File: config.mk
export PLATFORM = sky130hd
export DESIGN_NAME = sync_ptr_gray
export DESIGN_NICKNAME = d
export VERILOG_FILES = /design/src/rtl/fifo_pkg.sv /design/src/rtl/sync_chain.sv /design/src/rtl/sync_ptr_gray.sv
export SDC_FILE = /design/constraint.sdc
export NUM_CORES = 1
export LEC_CHECK = 0
export CAP_MARGIN = 10
export CORE_MARGIN = 1
export CORE_UTILIZATION = 47
export DETAILED_ROUTE_END_ITERATION = 8
export PLACE_DENSITY_LB_ADDON = 0.2
export SYNTH_ARGS = -nofsm -noshare
export SYNTH_HDL_FRONTEND = slang
export SYNTH_SLANG_ARGS = --single-unit
File: constraint.sdc
create_clock -name w_Clk -period 6.39 [get_ports w_Clk]
set_input_delay 0.9585 -clock w_Clk [delete_from_list [all_inputs] [get_ports w_Clk]]
set_output_delay 0.9585 -clock w_Clk [all_outputs]
set_load 0.01 [all_outputs]
File: src/rtl/fifo_pkg.sv
// Shared pointer helpers for the async FIFO: Gray/binary conversion and
// the pointer-width / depth pattern used by every pointer-side block.
package fifo_pkg;

  // Widest pointer the helpers handle; callers zero-extend into this width.
  localparam int unsigned MAX_PW = 32;

  localparam int unsigned SYNC_STAGES_MIN = 2;
  localparam int unsigned SYNC_STAGES_MAX = 4;

  function automatic int unsigned ptr_width(input int unsigned addr_size);
    return addr_size + 1;
  endfunction

  function automatic int unsigned fifo_depth(input int unsigned addr_size);
    return 32'd1 << addr_size;
  endfunction

  // Zero upper bits decode to zero upper bits, so the result is valid for
  // any pointer width up to MAX_PW once truncated back to that width.
  function automatic logic [MAX_PW-1:0] gray2bin(input logic [MAX_PW-1:0] gray);
    logic [MAX_PW-1:0] bin;
    bin[MAX_PW-1] = gray[MAX_PW-1];
    for (int i = MAX_PW - 2; i >= 0; i--) begin
      bin[i] = bin[i+1] ^ gray[i];
    end
    return bin;
  endfunction

  function automatic logic [MAX_PW-1:0] bin2gray(input logic [MAX_PW-1:0] bin);
    return bin ^ (bin >> 1);
  endfunction

endpackage

File: src/rtl/sync_chain.sv
// Plain flop chain for clock-domain crossings; no logic between stages so
// every stage after the first only ever sees a settled value.
module sync_chain #(
  parameter int unsigned WIDTH  = 1,
  parameter int unsigned STAGES = 2
) (
  input  logic             clk_i,
  input  logic             rst_n_i,
  input  logic [WIDTH-1:0] d_i,
  output logic [WIDTH-1:0] q_o
);

  if (STAGES < 1) begin : g_bad_stages
    $error("sync_chain: STAGES must be at least 1");
  end

  logic [WIDTH-1:0] stage_q [STAGES];

  always_ff @(posedge clk_i) begin
    if (!rst_n_i) begin
      for (int i = 0; i < int'(STAGES); i++) begin
        stage_q[i] <= '0;
      end
    end else begin
      stage_q[0] <= d_i;
      for (int i = 1; i < int'(STAGES); i++) begin
        stage_q[i] <= stage_q[i-1];
      end
    end
  end

  assign q_o = stage_q[STAGES-1];

endmodule

File: src/rtl/sync_ptr_gray.sv
// Destination-side pointer synchroniser: Gray chain, binary decode, advance
// since the previous edge, and a flag for jumps no FIFO pointer can make.
module sync_ptr_gray
  import fifo_pkg::*;
#(
  parameter int unsigned ADDR_SIZE   = 3,
  parameter int unsigned SYNC_STAGES = 2,
  parameter bit          ERR_STICKY  = 1'b1,
  localparam int unsigned PW = ptr_width(ADDR_SIZE),
  localparam int unsigned D  = fifo_depth(ADDR_SIZE)
) (
  input  logic          w_Clk,
  input  logic          w_Rst,
  input  logic [PW-1:0] r_GrayPtr,
  input  logic          err_Clr,
  output logic [PW-1:0] wsync_GrayPtr,
  output logic [PW-1:0] wsync_BinPtr,
  output logic          ptr_Adv,
  output logic [PW-1:0] ptr_Delta,
  output logic          gray_Err
);

  if (SYNC_STAGES < SYNC_STAGES_MIN || SYNC_STAGES > SYNC_STAGES_MAX) begin : g_bad_stages
    $error("sync_ptr_gray: SYNC_STAGES must be within 2..4");
  end

  localparam logic [PW-1:0] DEPTH_PW = PW'(D);

  logic [PW-1:0] gray_sync;
  logic [PW-1:0] bin_next;
  logic [PW-1:0] bin_q,   bin_d;
  logic [PW-1:0] delta_q, delta_d;
  logic          adv_q,   adv_d;
  logic          err_q,   err_d;
  logic          jump_bad;

  sync_chain #(
    .WIDTH  (PW),
    .STAGES (SYNC_STAGES)
  ) u_sync_chain (
    .clk_i   (w_Clk),
    .rst_n_i (w_Rst),
    .d_i     (r_GrayPtr),
    .q_o     (gray_sync)
  );

  assign bin_next = PW'(gray2bin(MAX_PW'(gray_sync)));

  always_comb begin
    delta_d  = bin_next - bin_q;
    bin_d    = bin_next;
    adv_d    = (delta_d != '0);
    // A full FIFO is exactly D ahead, so only strictly larger jumps are bad.
    jump_bad = (delta_d > DEPTH_PW);
    err_d    = err_q;
    if (ERR_STICKY) begin
      if (jump_bad) begin
        err_d = 1'b1;
      end else if (err_Clr) begin
        err_d = 1'b0;
      end
    end else begin
      err_d = jump_bad;
    end
  end

  always_ff @(posedge w_Clk) begin
    if (!w_Rst) begin
      bin_q   <= '0;
      delta_q <= '0;
      adv_q   <= 1'b0;
      err_q   <= 1'b0;
    end else begin
      bin_q   <= bin_d;
      delta_q <= delta_d;
      adv_q   <= adv_d;
      err_q   <= err_d;
    end
  end

  assign wsync_GrayPtr = gray_sync;
  assign wsync_BinPtr  = bin_q;
  assign ptr_Delta     = delta_q;
  assign ptr_Adv       = adv_q;
  assign gray_Err      = err_q;

endmodule
==> reports/qor.yml <==
critical_path:
  crit_chain: "xor2_2 -> xor2_2 -> inv_2 -> xor2_2 -> ha_1 -> fa_1 -> xnor2_1 -> nor3b_1 -> a311oi_1"
  worst_setup_path_start_kind: "flip-flop"
  cp.buffers_inverters: 1
  critPathMaxStageDelay_ns: 0.44
  cp-end-kind: "flip-flop"
  crit_family: "XOR/XNOR gates"
  rrSetupSlack_ns: 4.00
  r2r-end: "gray_Err$_SDFFE_PN0P_"
  r2r_cells: 9
  slowest_stage: "dfxtp_1"
  path_class: "reg -> reg"
  cp.required_ns: 6.59
  path_max_fanout: 4
  worst_path_most_repeated_cell: "xor2_2"
  critPathArrivalTime_ns: 2.59
  worstReg2RegStart: "u_sync_chain.stage_q[0][7]$_SDFF_PN0_"
cts:
  clockBufferDepth: 2
  path_clk_slew_ns: 0.10
  clk_latency_ns: 0.28
  cts_buffers: 3
  ctsResizeCount: 0
  cts_max_level: 1
  cts_hold_buf: 0
  cts_tree: "built"
  cts_root_buffer: "clkbuf_4"
  cts_sinks: 18
  cts_setup_buffers: 0
power:
  pwr-share-seq: 0.505
  p_total_mw: 0.251
  power_density_nw_per_um2: 275
  ir_drop_mv: 0.170
  p_comb_frac: 0.224
  p_sw_mw: 0.0624
  clockPowerShare: 0.271
  p_int_mw: 0.189
  switching_share: 0.249
  cellLeakagePower_nw: 0.385
global_route:
  grtUsageTotal: 0.162
  antenna_found_initial: 0
  grt-ovfl-total: 0
  grt_pass1_vias: 427
  grt_max_degree: 13
  grt_pass1_wl_um: 1660
floorplan:
  start_util: 0.518
  ios: 21
  rows: 13
  core_um2: 1330
  die_area_um2: 1630
  die_x_um: 40.3
  dieHeight_um: 40.3
min_path:
  worstHoldStart: "u_sync_chain.stage_q[0][0]$_SDFF_PN0_"
  hold_path_depth: 1
  hold_path.class: "reg -> reg"
  hold_end: "u_sync_chain.stage_q[0][4]$_SDFF_PN0_"
detailed_routing:
  drtAntennaViolNets: 0
  first_pass_iters: 3
  m1WireLength_um: 424
  num_vias: 465
  route.met3.wl_um: 43
  drc: 0
  met2_length_um: 573
  routedWlPerCell_um: 11.1
  wirelength_um: 1060
  via_per_inst: 4.84
  first_iter_violations: 1
  top_layer: "met4"
synth:
  synth_warnings: 0
  synth_area_um2: 691
  netlist_instances: 62
  ys_ff_latch: 18
  seq_area_frac_synth: 0.522
  synthDistinctLibCells: 24
  syn_area_per_cell_um2: 11.1
  syn_nets: 73
layout:
  layout-drive-gt1-share: 0.136
  stdcell_count: 96
  syn_to_final_growth_pct: 32.1
  fin_nets: 93
  n_antenna_cell: 0
  final_cell_mix: "clkdlybuf4s50_1 (20), dfxtp_1 (18), and2_1 (9), nor2_1 (4)"
  final_area_um2: 912
  final_common_cell: "clkdlybuf4s50_1"
  utilization: 0.684
sta:
  grt_setup_unrepaired: "false"
  min_period_ns: 2.39
  slew_viol_final: 0
  setup_viol: 0
  final.setup.worst_slack_ns: 4.00
  maxSlewHeadroom: 0.791
  worstMarginPinSlew_ns: 0.310
  hold_slack_ns: 0.443
  post-route-period-util: 0.374
  hold_viol: 0
  fin_skew_ns: 0.00261
  finalSetupTns_ns: 0
  max_freq_mhz: 418
flow_run:
  drv_cap: 0
place:
  dpl_worst_slack_ns: 4.01
  gp_congestion: 0.680
  dpl_cell_area_um2: 876
  port_buffers: 20
  dp_hpwl_um: 866
  dp.cells: 92
run_status:
  status: "finished clean"
Yosys cell counts (all sizes together):
master	instances	share of area
or3	1	0.0091
nor3b	1	0.011
xor2	4	0.083
buf	4	0.043
a31oi	1	0.0091
a21o	1	0.011
o21ai	1	0.0072
fa	1	0.029
nand2b	1	0.0091
ha	3	0.054
and3b	1	0.013
nand2	1	0.0054
xnor2	1	0.013
inv	4	0.022
a21oi	1	0.0072
clkbuf	1	0.0054
and2	11	0.10
a311oi	1	0.013
nor2	5	0.031
dfxtp	18	0.52
power by group through the flow:
stage               clock [mW]  combinational [mW]  sequential [mW]
finish                  0.0681              0.0563            0.127
floorplan                    0              0.0278            0.133
global route            0.0751              0.0631            0.128
CTS                     0.0693              0.0569            0.127
detailed placement           0              0.0566            0.130
global placement             0              0.0552            0.129
cell type report:
class,instances,area [µm²]
Multi-Input combinational cell,35,282
Fill cell,123,422
Timing Repair Buffer,20,200
Clock buffer,4,36.3
Tap cell,15,18.8
Inverter,4,15.0
Sequential cell,18,360
kinds of logic after synthesis:
| group | Yosys count | share of synthesized area |
|---|---|---|
| and+or+nand+nor | 21 | 0.181 |
| DFF | 18 | 0.522 |
| buffers and inverters | 9 | 0.0706 |
| AOI/OAI and AO/OA | 5 | 0.0471 |
| xor gates and xnor gates | 5 | 0.0960 |
| adders and majority gates | 4 | 0.0833 |
sequential cells by signal, summed over array words and instances, names as in the netlist:
name and cells:
wsync_BinPtr 4, u_sync_chain.stage_q 8, ptr_Adv 1, gray_Err 1, ptr_Delta 4
how the worst max path moves through the flow:
stage | start | to | cells after the start
final | u_sync_chain.stage_q[0][7]$_SDFF_PN0_ | gray_Err$_SDFFE_PN0P_ | 9
after global routing | u_sync_chain.stage_q[0][7]$_SDFF_PN0_ | gray_Err$_SDFFE_PN0P_ | 9
after CTS | u_sync_chain.stage_q[0][7]$_SDFF_PN0_ | gray_Err$_SDFFE_PN0P_ | 9
after detailed placement | u_sync_chain.stage_q[0][7]$_SDFF_PN0_ | gray_Err$_SDFFE_PN0P_ | 9
after global placement | u_sync_chain.stage_q[0][7]$_SDFF_PN0_ | gray_Err$_SDFFE_PN0P_ | 9
after floorplan | u_sync_chain.stage_q[0][7]$_SDFF_PN0_ | gray_Err$_SDFFE_PN0P_ | 9
per-layer routing:
metal  track usage  vias to the layer above
met3        0.0333                        2
met1         0.156                      220
met2         0.306                       12
met5             0                        -
met4         0.100                        0
li1              -                      231
No activity file was read; power rests on OpenSTA's default activity.
